[src/rtl/data_read_pkg.sv]
// Shared register-map constants and helpers for the multi-channel read-out block.
package data_read_pkg;

    // Register offsets inside one channel window
    localparam int unsigned CH_STRIDE  = 16;
    localparam logic [3:0]  OFF_DATA   = 4'h0;
    localparam logic [3:0]  OFF_STATUS = 4'h4;
    localparam logic [3:0]  OFF_CTRL   = 4'h8;
    localparam logic [3:0]  OFF_RSVD   = 4'hC;

    // STATUS bit positions (level occupies [15:0])
    localparam int unsigned STS_EMPTY_BIT = 16;
    localparam int unsigned STS_FULL_BIT  = 17;
    localparam int unsigned STS_OVF_BIT   = 18;

    // CTRL bit positions
    localparam int unsigned CTRL_EN_BIT     = 0;
    localparam int unsigned CTRL_IRQEN_BIT  = 1;
    localparam int unsigned CTRL_FLUSH_BIT  = 2;
    localparam int unsigned CTRL_CLROVF_BIT = 3;

    // AXI response codes
    localparam logic [1:0] RESP_OKAY   = 2'b00;
    localparam logic [1:0] RESP_SLVERR = 2'b10;

    typedef enum logic [1:0] {
        REG_DATA   = 2'd0,
        REG_STATUS = 2'd1,
        REG_CTRL   = 2'd2,
        REG_RSVD   = 2'd3
    } reg_sel_e;

    // Map the low nibble of an address onto the word it selects; byte lanes ignored
    function automatic reg_sel_e decode_reg(input logic [3:0] off);
        reg_sel_e sel;
        case ({off[3:2], 2'b00})
            OFF_DATA:   sel = REG_DATA;
            OFF_STATUS: sel = REG_STATUS;
            OFF_CTRL:   sel = REG_CTRL;
            OFF_RSVD:   sel = REG_RSVD;
            default:    sel = REG_RSVD;
        endcase
        return sel;
    endfunction

endpackage

[src/rtl/data_read_fifo.sv]
// Synchronous single-clock FIFO with flush; a pop and a push may share a cycle even when full.
module data_read_fifo
#(
    parameter int unsigned WIDTH = 16,
    parameter int unsigned DEPTH = 16
) (
    input  logic                   clk,
    input  logic                   rst_n,
    input  logic                   push_i,
    input  logic                   pop_i,
    input  logic                   flush_i,
    input  logic [WIDTH-1:0]       din_i,
    output logic [WIDTH-1:0]       dout_o,
    output logic [$clog2(DEPTH):0] level_o,
    output logic                   empty_o,
    output logic                   full_o
);
    localparam int unsigned AW = $clog2(DEPTH);

    logic [WIDTH-1:0] mem_q [DEPTH];
    logic [AW-1:0]    wr_ptr_q, wr_ptr_d;
    logic [AW-1:0]    rd_ptr_q, rd_ptr_d;
    logic [AW:0]      count_q, count_d;
    logic             wr_en_s, rd_en_s;

    assign empty_o = (count_q == (AW+1)'(0));
    // DEPTH is a power of two, so the count MSB alone marks full
    assign full_o  = count_q[AW];
    assign level_o = count_q;
    assign dout_o  = mem_q[rd_ptr_q];

    // Qualify push/pop; flush suppresses both, a pop frees room for a same-cycle push
    always_comb begin
        wr_en_s = 1'b0;
        rd_en_s = 1'b0;
        if (flush_i) begin
            wr_en_s = 1'b0;
            rd_en_s = 1'b0;
        end else begin
            rd_en_s = pop_i & ~empty_o;
            wr_en_s = push_i & (~full_o | rd_en_s);
        end
    end

    // Next pointer/count; pointers wrap naturally modulo DEPTH
    always_comb begin
        wr_ptr_d = wr_ptr_q;
        rd_ptr_d = rd_ptr_q;
        count_d  = count_q;
        if (flush_i) begin
            wr_ptr_d = AW'(0);
            rd_ptr_d = AW'(0);
            count_d  = (AW+1)'(0);
        end else begin
            wr_ptr_d = wr_en_s ? (wr_ptr_q + AW'(1)) : wr_ptr_q;
            rd_ptr_d = rd_en_s ? (rd_ptr_q + AW'(1)) : rd_ptr_q;
            count_d  = count_q + (AW+1)'(wr_en_s) - (AW+1)'(rd_en_s);
        end
    end

    // Pointer and occupancy registers
    always_ff @(posedge clk or negedge rst_n) begin
        if (!rst_n) begin
            wr_ptr_q <= AW'(0);
            rd_ptr_q <= AW'(0);
            count_q  <= (AW+1)'(0);
        end else begin
            wr_ptr_q <= wr_ptr_d;
            rd_ptr_q <= rd_ptr_d;
            count_q  <= count_d;
        end
    end

    // Sample storage; contents are don't-care while the FIFO is empty
    always_ff @(posedge clk) begin
        if (wr_en_s) begin
            mem_q[wr_ptr_q] <= din_i;
        end
    end

endmodule

[src/rtl/data_read_axi_mch.sv]
// AXI4-Lite read-out of N_CH capture FIFOs with per-channel control, sticky overflow and irq.
module data_read_axi_mch
#(
    parameter int unsigned N_CH       = 4,
    parameter int unsigned DATA_W     = 16,
    parameter int unsigned FIFO_DEPTH = 16,
    parameter int unsigned ADDR_W     = 8
) (
    input  logic                     S_AXI_ACLK,
    input  logic                     S_AXI_ARESETN,
    input  logic [31:0]              S_AXI_AWADDR,
    input  logic                     S_AXI_AWVALID,
    output logic                     S_AXI_AWREADY,
    input  logic [31:0]              S_AXI_WDATA,
    input  logic [3:0]               S_AXI_WSTRB,
    input  logic                     S_AXI_WVALID,
    output logic                     S_AXI_WREADY,
    output logic [1:0]               S_AXI_BRESP,
    output logic                     S_AXI_BVALID,
    input  logic                     S_AXI_BREADY,
    input  logic [31:0]              S_AXI_ARADDR,
    input  logic                     S_AXI_ARVALID,
    output logic                     S_AXI_ARREADY,
    output logic [31:0]              S_AXI_RDATA,
    output logic [1:0]               S_AXI_RRESP,
    output logic                     S_AXI_RVALID,
    input  logic                     S_AXI_RREADY,
    input  logic [N_CH*DATA_W-1:0]   ch_data,
    input  logic [N_CH-1:0]          ch_valid,
    output logic                     irq
);
    import data_read_pkg::*;

    localparam int unsigned LVL_W = $clog2(FIFO_DEPTH) + 1;
    localparam int unsigned CH_W  = ADDR_W - 4;
    localparam logic [ADDR_W-1:0] MAP_LIMIT = ADDR_W'(N_CH * CH_STRIDE);

    // AXI handshake registers
    logic        awready_q, awready_d;
    logic        wready_q,  wready_d;
    logic        bvalid_q,  bvalid_d;
    logic [1:0]  bresp_q,   bresp_d;
    logic        arready_q, arready_d;
    logic        rvalid_q,  rvalid_d;
    logic [31:0] rdata_q,   rdata_d;
    logic [1:0]  rresp_q,   rresp_d;
    logic        irq_q,     irq_d;

    // Per-channel control state
    logic [N_CH-1:0] enable_q, enable_d;
    logic [N_CH-1:0] irq_en_q, irq_en_d;
    logic [N_CH-1:0] ovf_q,    ovf_d;

    // Per-channel FIFO interface
    logic [N_CH-1:0]   push_s, pop_s, flush_s, clr_ovf_s;
    logic [N_CH-1:0]   fifo_empty_s, fifo_full_s;
    logic [DATA_W-1:0] fifo_dout_s  [N_CH];
    logic [LVL_W-1:0]  fifo_level_s [N_CH];

    // Address decode
    logic [ADDR_W-1:0] wr_addr_s, rd_addr_s;
    logic [CH_W-1:0]   wr_ch_s, rd_ch_s;
    reg_sel_e          wr_reg_s, rd_reg_s;
    logic              wr_mapped_s, rd_mapped_s;
    logic              wr_hs_s, rd_hs_s, ctrl_wr_s;
    logic [31:0]       rdata_sel_s;
    logic [1:0]        rresp_sel_s;

    assign wr_addr_s   = S_AXI_AWADDR[ADDR_W-1:0];
    assign rd_addr_s   = S_AXI_ARADDR[ADDR_W-1:0];
    assign wr_ch_s     = wr_addr_s[ADDR_W-1:4];
    assign rd_ch_s     = rd_addr_s[ADDR_W-1:4];
    assign wr_reg_s    = decode_reg(wr_addr_s[3:0]);
    assign rd_reg_s    = decode_reg(rd_addr_s[3:0]);
    assign wr_mapped_s = (wr_addr_s < MAP_LIMIT);
    assign rd_mapped_s = (rd_addr_s < MAP_LIMIT);

    // Handshakes complete while the registered ready pulse meets the master's valid
    assign wr_hs_s   = awready_q & S_AXI_AWVALID & wready_q & S_AXI_WVALID;
    assign rd_hs_s   = arready_q & S_AXI_ARVALID;
    assign ctrl_wr_s = wr_hs_s & wr_mapped_s & (wr_reg_s == REG_CTRL) & S_AXI_WSTRB[0];

    logic unused_s;
    assign unused_s = ^{S_AXI_AWADDR[31:ADDR_W], S_AXI_ARADDR[31:ADDR_W],
                        S_AXI_WDATA[31:4], S_AXI_WSTRB[3:1]};

    for (genvar c = 0; c < N_CH; c++) begin : g_ch
        data_read_fifo #(
            .WIDTH (DATA_W),
            .DEPTH (FIFO_DEPTH)
        ) u_fifo (
            .clk     (S_AXI_ACLK),
            .rst_n   (S_AXI_ARESETN),
            .push_i  (push_s[c]),
            .pop_i   (pop_s[c]),
            .flush_i (flush_s[c]),
            .din_i   (ch_data[c*DATA_W +: DATA_W]),
            .dout_o  (fifo_dout_s[c]),
            .level_o (fifo_level_s[c]),
            .empty_o (fifo_empty_s[c]),
            .full_o  (fifo_full_s[c])
        );
    end

    // Channel push when enabled; pop only on a DATA read handshake of a non-empty FIFO
    always_comb begin
        push_s = {N_CH{1'b0}};
        pop_s  = {N_CH{1'b0}};
        for (int c = 0; c < N_CH; c++) begin
            push_s[c] = ch_valid[c] & enable_q[c];
            pop_s[c]  = rd_hs_s & rd_mapped_s & (rd_reg_s == REG_DATA) &
                        (rd_ch_s == CH_W'(c)) & ~fifo_empty_s[c];
        end
    end

    // CTRL writes, self-clearing flush/clr_ovf strobes and sticky overflow update
    always_comb begin
        enable_d  = enable_q;
        irq_en_d  = irq_en_q;
        ovf_d     = ovf_q;
        flush_s   = {N_CH{1'b0}};
        clr_ovf_s = {N_CH{1'b0}};
        for (int c = 0; c < N_CH; c++) begin
            if (ctrl_wr_s && (wr_ch_s == CH_W'(c))) begin
                enable_d[c]  = S_AXI_WDATA[CTRL_EN_BIT];
                irq_en_d[c]  = S_AXI_WDATA[CTRL_IRQEN_BIT];
                flush_s[c]   = S_AXI_WDATA[CTRL_FLUSH_BIT];
                clr_ovf_s[c] = S_AXI_WDATA[CTRL_CLROVF_BIT];
            end else begin
                enable_d[c]  = enable_q[c];
                irq_en_d[c]  = irq_en_q[c];
            end
            // A drop only counts when no pop makes room and no flush discards the push
            if (clr_ovf_s[c]) begin
                ovf_d[c] = 1'b0;
            end else begin
                ovf_d[c] = ovf_q[c] |
                           (push_s[c] & fifo_full_s[c] & ~pop_s[c] & ~flush_s[c]);
            end
        end
    end

    // Read-data multiplexer for the addressed channel word
    always_comb begin
        rdata_sel_s = 32'd0;
        rresp_sel_s = RESP_OKAY;
        if (!rd_mapped_s) begin
            rresp_sel_s = RESP_SLVERR;
        end else begin
            for (int c = 0; c < N_CH; c++) begin
                if (rd_ch_s == CH_W'(c)) begin
                    case (rd_reg_s)
                        REG_DATA: begin
                            rdata_sel_s = fifo_empty_s[c] ? 32'd0 : 32'(fifo_dout_s[c]);
                        end
                        REG_STATUS: begin
                            rdata_sel_s[15:0]          = 16'(fifo_level_s[c]);
                            rdata_sel_s[STS_EMPTY_BIT] = fifo_empty_s[c];
                            rdata_sel_s[STS_FULL_BIT]  = fifo_full_s[c];
                            rdata_sel_s[STS_OVF_BIT]   = ovf_q[c];
                        end
                        REG_CTRL: begin
                            rdata_sel_s[CTRL_EN_BIT]    = enable_q[c];
                            rdata_sel_s[CTRL_IRQEN_BIT] = irq_en_q[c];
                        end
                        default: begin
                            rdata_sel_s = 32'd0;
                        end
                    endcase
                end else begin
                    rdata_sel_s = rdata_sel_s;
                end
            end
        end
    end

    // AXI channel next-state: one write and one read outstanding at most
    always_comb begin
        awready_d = ~awready_q & S_AXI_AWVALID & S_AXI_WVALID & ~bvalid_q;
        wready_d  = ~wready_q  & S_AXI_AWVALID & S_AXI_WVALID & ~bvalid_q;
        bvalid_d  = bvalid_q;
        bresp_d   = bresp_q;
        arready_d = ~arready_q & S_AXI_ARVALID & ~rvalid_q;
        rvalid_d  = rvalid_q;
        rdata_d   = rdata_q;
        rresp_d   = rresp_q;
        if (wr_hs_s) begin
            bvalid_d = 1'b1;
            bresp_d  = wr_mapped_s ? RESP_OKAY : RESP_SLVERR;
        end else if (bvalid_q && S_AXI_BREADY) begin
            bvalid_d = 1'b0;
        end else begin
            bvalid_d = bvalid_q;
        end
        if (rd_hs_s) begin
            rvalid_d = 1'b1;
            rdata_d  = rdata_sel_s;
            rresp_d  = rresp_sel_s;
        end else if (rvalid_q && S_AXI_RREADY) begin
            rvalid_d = 1'b0;
        end else begin
            rvalid_d = rvalid_q;
        end
        irq_d = |(irq_en_q & (~fifo_empty_s | ovf_q));
    end

    // State registers, cleared asynchronously
    always_ff @(posedge S_AXI_ACLK or negedge S_AXI_ARESETN) begin
        if (!S_AXI_ARESETN) begin
            awready_q <= 1'b0;
            wready_q  <= 1'b0;
            bvalid_q  <= 1'b0;
            bresp_q   <= 2'b00;
            arready_q <= 1'b0;
            rvalid_q  <= 1'b0;
            rdata_q   <= 32'd0;
            rresp_q   <= 2'b00;
            irq_q     <= 1'b0;
            enable_q  <= {N_CH{1'b0}};
            irq_en_q  <= {N_CH{1'b0}};
            ovf_q     <= {N_CH{1'b0}};
        end else begin
            awready_q <= awready_d;
            wready_q  <= wready_d;
            bvalid_q  <= bvalid_d;
            bresp_q   <= bresp_d;
            arready_q <= arready_d;
            rvalid_q  <= rvalid_d;
            rdata_q   <= rdata_d;
            rresp_q   <= rresp_d;
            irq_q     <= irq_d;
            enable_q  <= enable_d;
            irq_en_q  <= irq_en_d;
            ovf_q     <= ovf_d;
        end
    end

    assign S_AXI_AWREADY = awready_q;
    assign S_AXI_WREADY  = wready_q;
    assign S_AXI_BVALID  = bvalid_q;
    assign S_AXI_BRESP   = bresp_q;
    assign S_AXI_ARREADY = arready_q;
    assign S_AXI_RVALID  = rvalid_q;
    assign S_AXI_RDATA   = rdata_q;
    assign S_AXI_RRESP   = rresp_q;
    assign irq           = irq_q;

endmodule

[config.mk]
export PLATFORM = sky130hd
export DESIGN_NAME = data_read_axi_mch
export DESIGN_NICKNAME = d
export VERILOG_FILES = /design/src/rtl/data_read_pkg.sv /design/src/rtl/data_read_fifo.sv /design/src/rtl/data_read_axi_mch.sv
export SDC_FILE = /design/constraint.sdc
export NUM_CORES = 1
export LEC_CHECK = 0
export BUFFER_PORTS_ARGS = -buffer_cell sky130_fd_sc_hd__buf_2
export CORE_MARGIN = 10
export CORE_UTILIZATION = 55
export CTS_CLUSTER_SIZE = 30
export DETAILED_ROUTE_END_ITERATION = 10
export PLACE_DENSITY = 0.75
export SYNTH_ARGS = -nofsm -noshare
export SYNTH_HDL_FRONTEND = slang
export SYNTH_SLANG_ARGS = --single-unit
[constraint.sdc]
create_clock -name S_AXI_ACLK -period 3.3 [get_ports S_AXI_ACLK]
set_input_delay 0.66 -clock S_AXI_ACLK [delete_from_list [all_inputs] [get_ports S_AXI_ACLK]]
set_output_delay 0.66 -clock S_AXI_ACLK [all_outputs]
set_load 0.02 [all_outputs]
# Word level (Yosys, flattened, before mapping)
# Memories as Yosys holds them, arrays and structs flattened.
# Index checks and enable logic that the tools add are counted.
[totals]
ff_bits = 106
mem_bits_rw = 1024
inputBits = 175
out_inout_bits = 42
mem_count = 4
[mem_list]
columns = ["memory", "words", "word_bits", "read_ports", "rd_ports_with_merged_regs", "write_ports", "line_no", "text"]
rows = [
  ["g_ch[0].u_fifo.mem_q", 16, 16, 1, 0, 1, "data_read_fifo.sv:20", "logic [WIDTH-1:0] mem_q [DEPTH];"],
  ["g_ch[1].u_fifo.mem_q", 16, 16, 1, 0, 1, "data_read_fifo.sv:20", ""],
  ["g_ch[2].u_fifo.mem_q", 16, 16, 1, 0, 1, "data_read_fifo.sv:20", ""],
  ["g_ch[3].u_fifo.mem_q", 16, 16, 1, 0, 1, "data_read_fifo.sv:20", ""],
]
[classes]
addsub = 16
order_cmp = 2
eq_ne = 15
n_mux = 76
n_bitwise = 81
n_reduce_logical = 27
[ops]
columns = ["cell", "n"]
rows = [
  ["two-way mux 32 bit", 5],
  ["one-hot mux 17 bit (3 select lines)", 3],
  ["one-hot mux 13 bit (2 select lines)", 3],
  ["two-way mux 16 bit", 4],
  ["two-way mux 4 bit", 16],
  ["bitwise AND 1 bit", 49],
  ["one-hot mux 17 bit (2 select lines)", 1],
  ["adder 4 x 1 -> 4 bit (second input constant)", 8],
  ["two-way mux 1 bit", 32],
  ["one-hot mux 2 bit (3 select lines)", 4],
  ["NOT 1 bit", 21],
  ["adder 5 x 1 -> 5 bit", 4],
  ["zero test 5 bit", 4],
  ["two-way mux 5 bit", 4],
  ["nonzero test 2 bit", 10],
  ["subtractor 5 x 1 -> 5 bit", 4],
  ["== test 4 x 2 -> 1 bit (second input constant)", 4],
  ["< comparator 8 x 7 -> 1 bit (second input constant)", 2],
  ["one-hot mux 2 bit (4 select lines)", 2],
  ["== test 2 bit (second input constant)", 6],
  ["== test 4 x 1 -> 1 bit (second input constant)", 2],
  ["zero test 4 bit", 2],
  ["OR 1 bit", 8],
  ["== test 2 x 1 -> 1 bit (second input constant)", 3],
  ["8 further kinds", 16],
]

# Depth between registers and ports, before layout
# Gate-level depths: netlist of run 1.
[depth]
word_depth = 13
depth_mapped = 15

# Modules after synthesis
# A second synthesis of run 1 with hierarchy kept.
[unflattened]
cells_unflattened = 2424
area_unflattened_um2 = 45662.5
[by_module_without_submodules]
columns = ["mod", "n_inst", "cells_each", "area_each_um2"]
rows = [
  ["data_read_fifo at g_ch[2].u_fifo ...", 2, 500, 10515.1],
  ["data_read_fifo at g_ch[1].u_fifo", 1, 566, 10995.5],
  ["data_read_fifo at g_ch[0].u_fifo", 1, 569, 10989.3],
  ["data_read_axi_mch", 1, 289, 2647.5],
]

# Worst setup path after synthesis of run 1
# OpenSTA, ideal clock, no wires.
[synth_timing]
path_type = "input port to flip-flop"
startpoint = "input S_AXI_ARADDR[6]"
endpoint = "memory g_ch[0].u_fifo.mem_q[4][0], enable pin"
arrival_ps = 3154
setup_slack_ps = -263
path_stages = 8
path_buffers = 2
path_cell_list = "buf_2 nor4_2 nand4_2 a21oi_2 and2_1 buf_4 nand2_1 nor3_1"
[synth_between]
elab_chain_len = 11
[synth_lines]
columns = ["element", "line_no", "text"]
rows = [
  ["from (decl)", "data_read_axi_mch.sv:21", "input logic [31:0] S_AXI_ARADDR,"],
  ["< comparator 8 x 7 -> 1 bit", "data_read_axi_mch.sv:76", "assign rd_mapped_s = (rd_addr_s < MAP_LIMIT);"],
  ["bitwise AND 1 bit (2 in a row)", "data_read_axi_mch.sv:111", "pop_s[c] = rd_hs_s & rd_mapped_s & (rd_reg_s == REG_DATA) &"],
  ["bitwise AND 1 bit *", "data_read_axi_mch.sv:111", ""],
  ["bitwise AND 1 bit *", "data_read_axi_mch.sv:112", "(rd_ch_s == CH_W'(c)) & ~fifo_empty_s[c];"],
  ["bitwise AND 1 bit *", "data_read_fifo.sv:40", "rd_en_s = pop_i & ~empty_o;"],
  ["OR 1 bit *", "data_read_fifo.sv:41", "wr_en_s = push_i & (~full_o | rd_en_s);"],
  ["bitwise AND 1 bit *", "data_read_fifo.sv:41", ""],
  ["two-way mux 1 bit *", "data_read_fifo.sv:36", "if (flush_i) begin"],
  ["two-way mux 1 bit *", "data_read_fifo.sv:76", "if (wr_en_s) begin"],
  ["two-way mux 1 bit (not written as such) *", "data_read_fifo.sv:77", "mem_q[wr_ptr_q] <= din_i;"],
  ["to (decl)", "data_read_fifo.sv:20", ""],
]
# Mark *: on every way between the ends. The rest lies on a longest branch, timed or not.

# Worst setup path after layout of run 1
[layout_timing]
startpoint = "register g_ch[1].u_fifo.count_q[3]"
endpoint = "register g_ch[1].u_fifo.count_q[4]"
[layout_between]
elab_chain_len = 10
[layout_lines]
columns = ["element", "line_no", "text"]
rows = [
  ["from (decl)", "data_read_fifo.sv:23", "logic [AW:0] count_q, count_d;"],
  ["from (signal assigned)", "data_read_fifo.sv:66", "count_q <= (AW+1)'(0);"],
  ["from (signal assigned)", "data_read_fifo.sv:70", "count_q <= count_d;"],
  ["zero test 5 bit", "data_read_fifo.sv:26", "assign empty_o = (count_q == (AW+1)'(0));"],
  ["NOT 1 bit", "data_read_fifo.sv:40, data_read_axi_mch.sv:112", ""],
  ["bitwise AND 1 bit", "data_read_axi_mch.sv:112", ""],
  ["bitwise AND 1 bit", "data_read_fifo.sv:40", ""],
  ["OR 1 bit", "data_read_fifo.sv:41", ""],
  ["bitwise AND 1 bit", "data_read_fifo.sv:41", ""],
  ["two-way mux 1 bit", "data_read_fifo.sv:36", ""],
  ["adder 5 x 1 -> 5 bit", "data_read_fifo.sv:57", "count_d = count_q + (AW+1)'(wr_en_s) - (AW+1)'(rd_en_s);"],
  ["subtractor 5 x 1 -> 5 bit *", "data_read_fifo.sv:57", ""],
  ["two-way mux 5 bit *", "data_read_fifo.sv:50", "if (flush_i) begin"],
  ["named net g_ch[1].u_fifo.count_d[4]", "data_read_fifo.sv:23", ""],
]
# The timed path passes the listed nets; every way through them passes the cells marked *.
# A chain may end at the register's enable or synchronous reset.

==> reports/results.md, run 1 <==
| Result | Value |
| --- | --- |
| Gr usage total | 23.0% |
| TritonRoute pass-1 iters | 7 |
| Summed negative setup slack over all endpoints | 0 ns |
| Post-synth top flop | sky130_fd_sc_hd__edfxtp_1 |
| Req. time, crit path | 3.87 ns |
| Startpoint Class | flip-flop |
| Clk network pwr share | 41.2% |
| Number of inserted filler cells in the final layout | 5,280 |
| Maximum vdd drop | 0.512 mV |
| Path class of the lowest-slack min-delay path | input port to asynchronous set/reset pin |
| Antenna-violating nets left | 0 |
| Total number of vias | 23,761 |
| Arr. time, crit path | 3.68 ns |
| Share of async-settable or async-resettable flops after synthesis | 8.16% |
| CTS Root Buffer Type | sky130_fd_sc_hd__clkbuf_16 |
| Total Wirelength | 107,000 um |
| HPWL after DPL | 68,400 um |
| Hold Buf Count CTS | 0 |
| Sequential fraction of design power | 53.4% |
| Number of instances in the synthesized netlist | 2,344 |
| Slew of the pin with the lowest slew margin | 1.09 ns |
| Category of the most critical setup path | flip-flop to flip-flop |
| Sw power | 6.25 mW |
| Combinational group share of total power | 5.4% |
| Num rows | 104 |
| Commonest cells after routing, fill and taps aside | 1,024 x sky130_fd_sc_hd__edfxtp_1, 245 x sky130_fd_sc_hd__mux4_2, 129 x sky130_fd_sc_hd__buf_4 |
| Via count of the first global-routing pass | 24,659 |
| Worst clock skew on the final layout | 0.0327 ns |
| Number of sinks driven by the clock tree | 1,115 |
| Total power per unit cell area | 564 nW/um^2 |
| Total number of nets in the final design | 2,855 |
| Worst-case setup margin in the final layout | 0.188 ns |
| Most common cell after layout, fill and taps aside | sky130_fd_sc_hd__edfxtp_1 |
| Number of remaining DRC errors | 0 |
| Proportion of synthesized chip area in sequential cells | 73.3% |
| Clock tree buffer depth | 3 |
| Share of the core filled with cells in the final layout | 64.4% |
| Highest net fanout along the worst path | 5 |
| Clock Pin Slew Worst Setup and Hold Paths | 0.06 ns |
| Largest net degree at the start of global routing | 54 |
| YS warnings | 0 |
| Total leakage power | 17.2 nW |
| Slew margin rel. | 26.6% |
| Number of antenna violations at the first check in global routing | 14 |
| CTS tree | built |
| Mean Syn Cell Area | 19.2 um^2 |
| Mean number of vias per cell | 6.28 |
| Synth unique cells | 81 |
| Die span in x | 306 um |
| Number of pins with negative max-slew slack in the final report | 0 |
| Share of total power consumed by net switching | 21.2% |
| Design internal power | 23.2 mW |
| Number of port buffers | 118 |
| Final cycle utilization of the critical path | 94.3% |
| Netlist area before placement | 45,100 um^2 |
| Core ar. | 80,900 um^2 |
| Max H-tree Level | 3 |
| Worst Setup End Kind | flip-flop |
| Area added between synthesis and finish | 15.7% |
| Proportion of layout cells with a drive suffix above 1 | 28.9% |
| Final number of hold-violating endpoints | 0 |
| Floorplan die height | 306 um |
| Reported max-cap violation count | 0 |
| Number of DRC markers after the initial detailed-route iteration | 2,658 |
| Post-synth EDFFs | 1,024 |
| Setup-failing EPs final | 0 |
| Top Ports | 217 |
| Clock buffers created by TritonCTS | 106 |
| Source-to-sink clock delay at the later pin of the worst-skew pair | 0.69 ns |
| Starting utilization of the core area | 55.7% |
| Yosys reg bits | 1,115 |
| Detail-routed net length per standard cell | 28.4 um |
| Aggregate global routing overflow | 0 |
| Highest Clock Rate | 321 MHz |
| DIE AREA | 93,800 um^2 |
| Status | finished, final reports clean |
| RD Place Congestion | 0.926 |
| Worst-case setup slack after placement | -0.196 ns |
| Unrepaired setup endpoints after global routing | false |
| Crit path time final | 3.11 ns |
| Wire length of the first global-routing pass | 161,000 um |
[worst max-delay path, cell delays in order (launching register included)]
cell and delay (ns):
sky130_fd_sc_hd__dfrtp_1 0.44, sky130_fd_sc_hd__inv_1 0.10, sky130_fd_sc_hd__ha_1 0.15, sky130_fd_sc_hd__or4b_1 0.56, sky130_fd_sc_hd__nand4_2 0.16, sky130_fd_sc_hd__buf_4 0.16, sky130_fd_sc_hd__a21oi_2 0.07, sky130_fd_sc_hd__and2b_1 0.18
sky130_fd_sc_hd__ha_1 0.24, sky130_fd_sc_hd__fa_1 0.44, sky130_fd_sc_hd__a21oi_1 0.15, sky130_fd_sc_hd__nor2_1 0.06, sky130_fd_sc_hd__nor2_1 0.11, sky130_fd_sc_hd__xnor2_1 0.13, sky130_fd_sc_hd__nor2_1 0.05
[worst paths after layout]
kind	slack [ns]	cells after the start	end	startpoint
max in group asynchronous	2.53	2	g_ch[2].u_fifo.rd_ptr_q[1]	S_AXI_ARESETN
worst min register to register	0.46	1	S_AXI_AWREADY	S_AXI_AWREADY
worst max-delay path	0.19	14	g_ch[1].u_fifo.level_o[4]	g_ch[1].u_fifo.level_o[3]
worst max register to register	0.19	14	g_ch[1].u_fifo.level_o[4]	g_ch[1].u_fifo.level_o[3]
worst min-delay path	0.03	1	g_ch[0].u_fifo.rd_ptr_q[2]	S_AXI_ARESETN
min in group S_AXI_ACLK	0.16	2	S_AXI_BVALID	S_AXI_BREADY
[Yosys cell counts, types with 5 or more instances]
cell | number | area (um^2)
sky130_fd_sc_hd__edfxtp_1 | 1024 | 30700
sky130_fd_sc_hd__mux4_2 | 245 | 5520
sky130_fd_sc_hd__dfrtp_1 | 91 | 2280
sky130_fd_sc_hd__mux2i_1 | 87 | 871
sky130_fd_sc_hd__nor2_1 | 87 | 327
sky130_fd_sc_hd__nand2_1 | 79 | 297
sky130_fd_sc_hd__inv_1 | 57 | 214
sky130_fd_sc_hd__a21oi_1 | 54 | 270
sky130_fd_sc_hd__clkbuf_1 | 51 | 191
sky130_fd_sc_hd__buf_2 | 48 | 240
sky130_fd_sc_hd__ha_1 | 44 | 551
sky130_fd_sc_hd__a211oi_1 | 39 | 293
sky130_fd_sc_hd__nor3_1 | 36 | 180
sky130_fd_sc_hd__and2_1 | 34 | 213
sky130_fd_sc_hd__buf_4 | 33 | 248
sky130_fd_sc_hd__nor2b_1 | 32 | 200
sky130_fd_sc_hd__o21ai_0 | 32 | 160
sky130_fd_sc_hd__nand3_1 | 28 | 140
sky130_fd_sc_hd__a221oi_1 | 24 | 210
sky130_fd_sc_hd__xor2_1 | 20 | 175
sky130_fd_sc_hd__mux2_2 | 19 | 214
sky130_fd_sc_hd__xnor2_1 | 19 | 166
sky130_fd_sc_hd__a31oi_1 | 13 | 81.3
sky130_fd_sc_hd__nand4_1 | 13 | 81.3
sky130_fd_sc_hd__a22oi_1 | 11 | 82.6
sky130_fd_sc_hd__a32oi_1 | 9 | 78.8
sky130_fd_sc_hd__o211ai_1 | 9 | 67.6
sky130_fd_sc_hd__and3_1 | 8 | 50.1
sky130_fd_sc_hd__buf_1 | 8 | 30.0
sky130_fd_sc_hd__or3_1 | 5 | 31.3
[power groups by stage]
stage	Sequential, mW	Clock [mW]	Combinational (mW)
3_5_place_dp	16.0	0	1.57
6_report	15.7	12.1	1.59
5_1_grt	15.7	12.9	1.75
4_1_cts	15.7	12.3	1.58
3_3_place_gp	16.0	0	1.50
2_1_floorplan	15.9	0	1.07
[stage by stage]
| stage | hold WS [ns] | cell area (um^2) | cells | power [mW] |
|---|---|---|---|---|
| floorplan | 0.364 | 45200 | 2358 | 17.0 |
| global placement | 0.442 | 48700 | 3584 | 17.5 |
| detailed placement | 0.448 | 48700 | 3584 | 17.6 |
| CTS | 0.0300 | 52100 | 3776 | 29.6 |
| global route | 0.0711 | 52100 | 3778 | 30.3 |
| finish | 0.0282 | 52200 | 3782 | 29.4 |
[state kept, by name, summed over array words and instances (netlist names), 4 cells and up]
register / count
S_AXI_RDATA: 19
g_ch.u_fifo.mem_q: 1024
irq_en_q: 4
ovf_q: 4
g_ch.u_fifo.level_o: 20
enable_q: 4
g_ch.u_fifo.rd_ptr_q: 16
g_ch.u_fifo.wr_ptr_q: 16
[per-layer routing]
layer / part of all wire, % / wire, um / GRT usage [%] / up-vias
li1: - / - / - / 10048
met5: 0.079 / 85 / 0 / -
met2: 49 / 52600 / 37.4 / 1139
met4: 2.8 / 2970 / 7.13 / 14
met3: 9.8 / 10500 / 5.83 / 203
met1: 38 / 41300 / 30.5 / 12357
[layout make-up]
type / count / area, um^2 / share of cell area (%)
antenna: 6 / 15.0 / 0.0288
clock buffer: 125 / 2720 / 5.22
clock inverter: 67 / 739 / 1.42
inverter: 57 / 214 / 0.410
multi-input combinational: 1045 / 11300 / 21.7
sequential: 1115 / 33100 / 63.4
tap: 1060 / 1330 / 2.54
timing repair buffer: 307 / 2780 / 5.32
[cells by family (layout without fill, tap and decap cells)]
group | count (synthesis) | in the layout | synth area share [%]
AO/OA/AOI/OAI | 227 | 227 | 3.46
XOR/XNOR | 39 | 39 | 0.758
other | 1 | 21 | 0.00832
flip-flops | 1115 | 1115 | 73.3
multiplexers | 351 | 351 | 14.7
AND/OR/NAND/NOR | 365 | 365 | 4.37
buffers and inverters | 198 | 556 | 2.07
adder cells (fa/ha/maj) | 48 | 48 | 1.40
[timing repair]
item,CTS,global route
buffers inserted,0,0
resized for setup,0,1
setup endpoints to repair,0,1
Power figures use the tool's default switching activity.
==> inputs of run 2 (changes only) <==
--- a/config.mk
+++ b/config.mk
@@ -5,6 +5,7 @@
 export SDC_FILE = /design/constraint.sdc
 export NUM_CORES = 1
 export LEC_CHECK = 0
+export ABC_AREA = 1
 export BUFFER_PORTS_ARGS = -buffer_cell sky130_fd_sc_hd__buf_2
 export CORE_MARGIN = 10
 export CORE_UTILIZATION = 55
==> reports/results.md, run 2 <==
| Result | Value |
| --- | --- |
| Cell area reported after detailed placement | 49,400 um^2 |
| Largest net degree at the start of global routing | 151 |
| Highest net fanout along the worst path | 3 |
| Critical-path cell with the highest stage delay | sky130_fd_sc_hd__fa_1 |
| Floorplan die height | 310 um |
| Setup-failing EPs final | 0 |
| # Post-CTS Setup Buffers | 0 |
| Total Wirelength | 116,000 um |
| Status | finished, final reports clean |
| Number of antenna violations at the first check in global routing | 13 |
| Post-synth top flop | sky130_fd_sc_hd__edfxtp_1 |
| Commonest cells after routing, fill and taps aside | 1,024 x sky130_fd_sc_hd__edfxtp_1, 804 x sky130_fd_sc_hd__nand2_1, 408 x sky130_fd_sc_hd__nor2_1 |
| Cell with the most instances after synthesis | sky130_fd_sc_hd__edfxtp_1 |
| Fraction of post-synthesis cell area in the top cell type by area | 66.3% |
| TritonRoute pass-1 iters | 6 |
| Clock Pin Slew Worst Setup and Hold Paths | 0.06 ns |
| WP depth | 21 |
| Top cell types by occurrence after synthesis | 1,024 x sky130_fd_sc_hd__edfxtp_1, 804 x sky130_fd_sc_hd__nand2_1, 459 x sky130_fd_sc_hd__nor2_1, 347 x sky130_fd_sc_hd__o21ai_0, 293 x sky130_fd_sc_hd__nand3_1 |
| Sum of routed wire segments on met1 | 44,700 um |
| Final cycle utilization of the critical path | 92.7% |
| Num rows | 106 |
| Category of the most critical setup path | flip-flop to flip-flop |
| Worst Setup End Kind | flip-flop |
| Critical-path cell list | nand4_1 -> buf_4 -> nor2_4 -> nand4_4 -> clkinv_2 -> nand3_4 -> nor2_8 -> inv_2 -> nand3_1 -> inv_2 -> ha_1 -> inv_1 -> ha_1 -> fa_1 -> nand2_1 -> inv_1 -> nor2_1 -> nor2_1 -> nor2_1 -> xor2_1 -> nor2_1 |
| Via count of the first global-routing pass | 30,028 |
| R2r endpoint | g_ch[0].u_fifo.level_o[4] |
| Critical Path Max Stage Delay | 0.43 ns |
| Total leakage power | 19.6 nW |
| DR WL met3 | 12,700 um |
| CTS resizes | 0 |
| Req. time, crit path | 3.84 ns |
| Destination of the critical timing path | g_ch[0].u_fifo.level_o[4] |
| HPWL after DPL | 72,200 um |
| Total number of nets in the final design | 4,367 |
| CTS tree | built |
| Crit path time final | 3.06 ns |
| Maximum vdd drop | 0.522 mV |
| Total instance count after detailed placement | 5,170 |
| Number of remaining DRC errors | 0 |
| Startpoint Class | flip-flop |
| Clock buffers created by TritonCTS | 106 |
| Number of port buffers | 118 |
| Mean number of vias per cell | 5.77 |
| Hold Buf Count CTS | 0 |
| Starting utilization of the core area | 55.4% |
| Cell accounting for the most synthesized area | sky130_fd_sc_hd__edfxtp_1 |
| Slew margin rel. | 26.8% |
| Number of DRC markers after the initial detailed-route iteration | 3,626 |
| CTS Root Buffer Type | sky130_fd_sc_hd__clkbuf_16 |
| Final number of hold-violating endpoints | 0 |
| Die span in x | 310 um |
| Most common cell after layout, fill and taps aside | sky130_fd_sc_hd__edfxtp_1 |
| Arr. time, crit path | 3.60 ns |
| Slew of the pin with the lowest slew margin | 1.10 ns |
| Total power per unit cell area | 564 nW/um^2 |
| Mean Syn Cell Area | 11.8 um^2 |
| Setup slack on the worst flop-to-flop path | 0.24 ns |
| Cell area after layout | 52,900 um^2 |
| Top area cells in the synthesized netlist | sky130_fd_sc_hd__edfxtp_1 66%, sky130_fd_sc_hd__nand2_1 6.5%, sky130_fd_sc_hd__dfrtp_1 4.9% |
| Proportion of layout cells with a drive suffix above 1 | 13.7% |
| Max reg flops | 1,024 |
| Top Ports | 217 |
| Number of instances in the synthesized netlist | 3,917 |
| RD Place Congestion | 0.915 |
| Number of inserted filler cells in the final layout | 5,994 |
| Max H-tree Level | 3 |
| Netlist area before placement | 46,400 um^2 |
| Critical Path Start | S_AXI_AWREADY |
| Wire length of the first global-routing pass | 176,000 um |
| Kind of cell adding the most delay to the critical path | simple AND/OR/NAND/NOR gates |
| Top routing layer used | met5 |
| RR Startpoint | S_AXI_AWREADY |
| Aggregate global routing overflow | 0 |
| WL met2 | 54,900 um |
| Number of sinks driven by the clock tree | 1,115 |
| Non-filler instance count after layout | 5,374 |
| Gr usage total | 24.0% |
| Number of buffers and inverters on the critical path | 6 |
| Number of pins with negative max-slew slack in the final report | 0 |
| Detail-routed net length per standard cell | 21.7 um |
| Path class of the lowest-slack min-delay path | input port to asynchronous set/reset pin |
| Reported max-cap violation count | 0 |
| Total number of vias | 31,003 |
| Yosys reg bits | 1,115 |
| Area added between synthesis and finish | 14.1% |
| Share of async-settable or async-resettable flops after synthesis | 8.16% |
| Highest Clock Rate | 327 MHz |
| Antenna-violating nets left | 0 |
| Proportion of synthesized chip area in sequential cells | 71.2% |
| Core ar. | 83,700 um^2 |
| Final Power | 29.8 mW |
| Clock tree buffer depth | 3 |
| Reg with most FFs | g_ch.u_fifo.mem_q |
| Synth unique cells | 52 |
| YS warnings | 0 |
| Worst clock skew on the final layout | 0.0482 ns |
| Source-to-sink clock delay at the later pin of the worst-skew pair | 0.69 ns |
| Number of cells on the worst reg-to-reg path | 21 |
| Unrepaired setup endpoints after global routing | false |
| DIE AREA | 96,400 um^2 |
| Most prevalent standard cell on the critical path | sky130_fd_sc_hd__nor2_1 |
| Post-synth EDFFs | 1,024 |
-- run 2: metrics by stage --
stage	util (%)	hold slack [ns]	setup WS [ns]	setup TNS (ns)
after floorplan	-	0.364	0.0610	0
after global routing	63.2	0.0987	0.00580	0
after global placement	59.0	0.428	-0.0902	-0.129
after detailed placement	59.0	0.434	-0.141	-0.275
after CTS	63.2	0.0834	0.265	0
final	63.2	0.0430	0.240	0
-- run 2: logic make-up after synthesis --
logic type	synth area share, %
xor+xnor	0.321
compound gates	7.81
fa+ha+maj	1.36
mux	0.129
simple gates	15.1
flops	71.2
buf+inv	4.09
other cells	0.00808
-- run 2: worst min-delay path by stage --
stage                      end           from  slack [ns]
3_3_place_gp     S_AXI_ARREADY  S_AXI_ARREADY        0.43
5_1_grt         S_AXI_RDATA[4]  S_AXI_ARESETN         0.1
3_5_place_dp     S_AXI_ARREADY  S_AXI_ARREADY        0.43
4_1_cts          S_AXI_ARREADY  S_AXI_ARESETN        0.08
6_report       S_AXI_RDATA[17]  S_AXI_ARESETN        0.04
2_1_floorplan    S_AXI_ARREADY  S_AXI_ARESETN        0.36
-- run 2: layout make-up --
type                    count  area, um^2  share of cell area, %
inverters                 213         805                   1.52
clock inverters            72         757                   1.43
multi-input cells        2392       11600                   22.0
flip-flops and latches   1115       33000                   62.4
clock buffers             127        2760                   5.22
diodes                      5        12.5                 0.0236
well taps                1134        1420                   2.68
repair buffers            316        2480                   4.69
-- run 2: power breakdown --
part	leakage (nW)	total [mW]	internal [mW]	switching, mW
combinational	7.63	2.01	0.654	1.35
clock	1.71	12.2	6.94	5.23
sequential	10.2	15.7	15.5	0.134
-- run 2: per-layer routing --
| layer | GRT usage, % | vias to the layer above |
|---|---|---|
| met3 | 5.52 | 296 |
| met1 | 31.5 | 14876 |
| met5 | 0 | - |
| met4 | 8.90 | 14 |
| met2 | 38.9 | 1564 |
| li1 | - | 14253 |
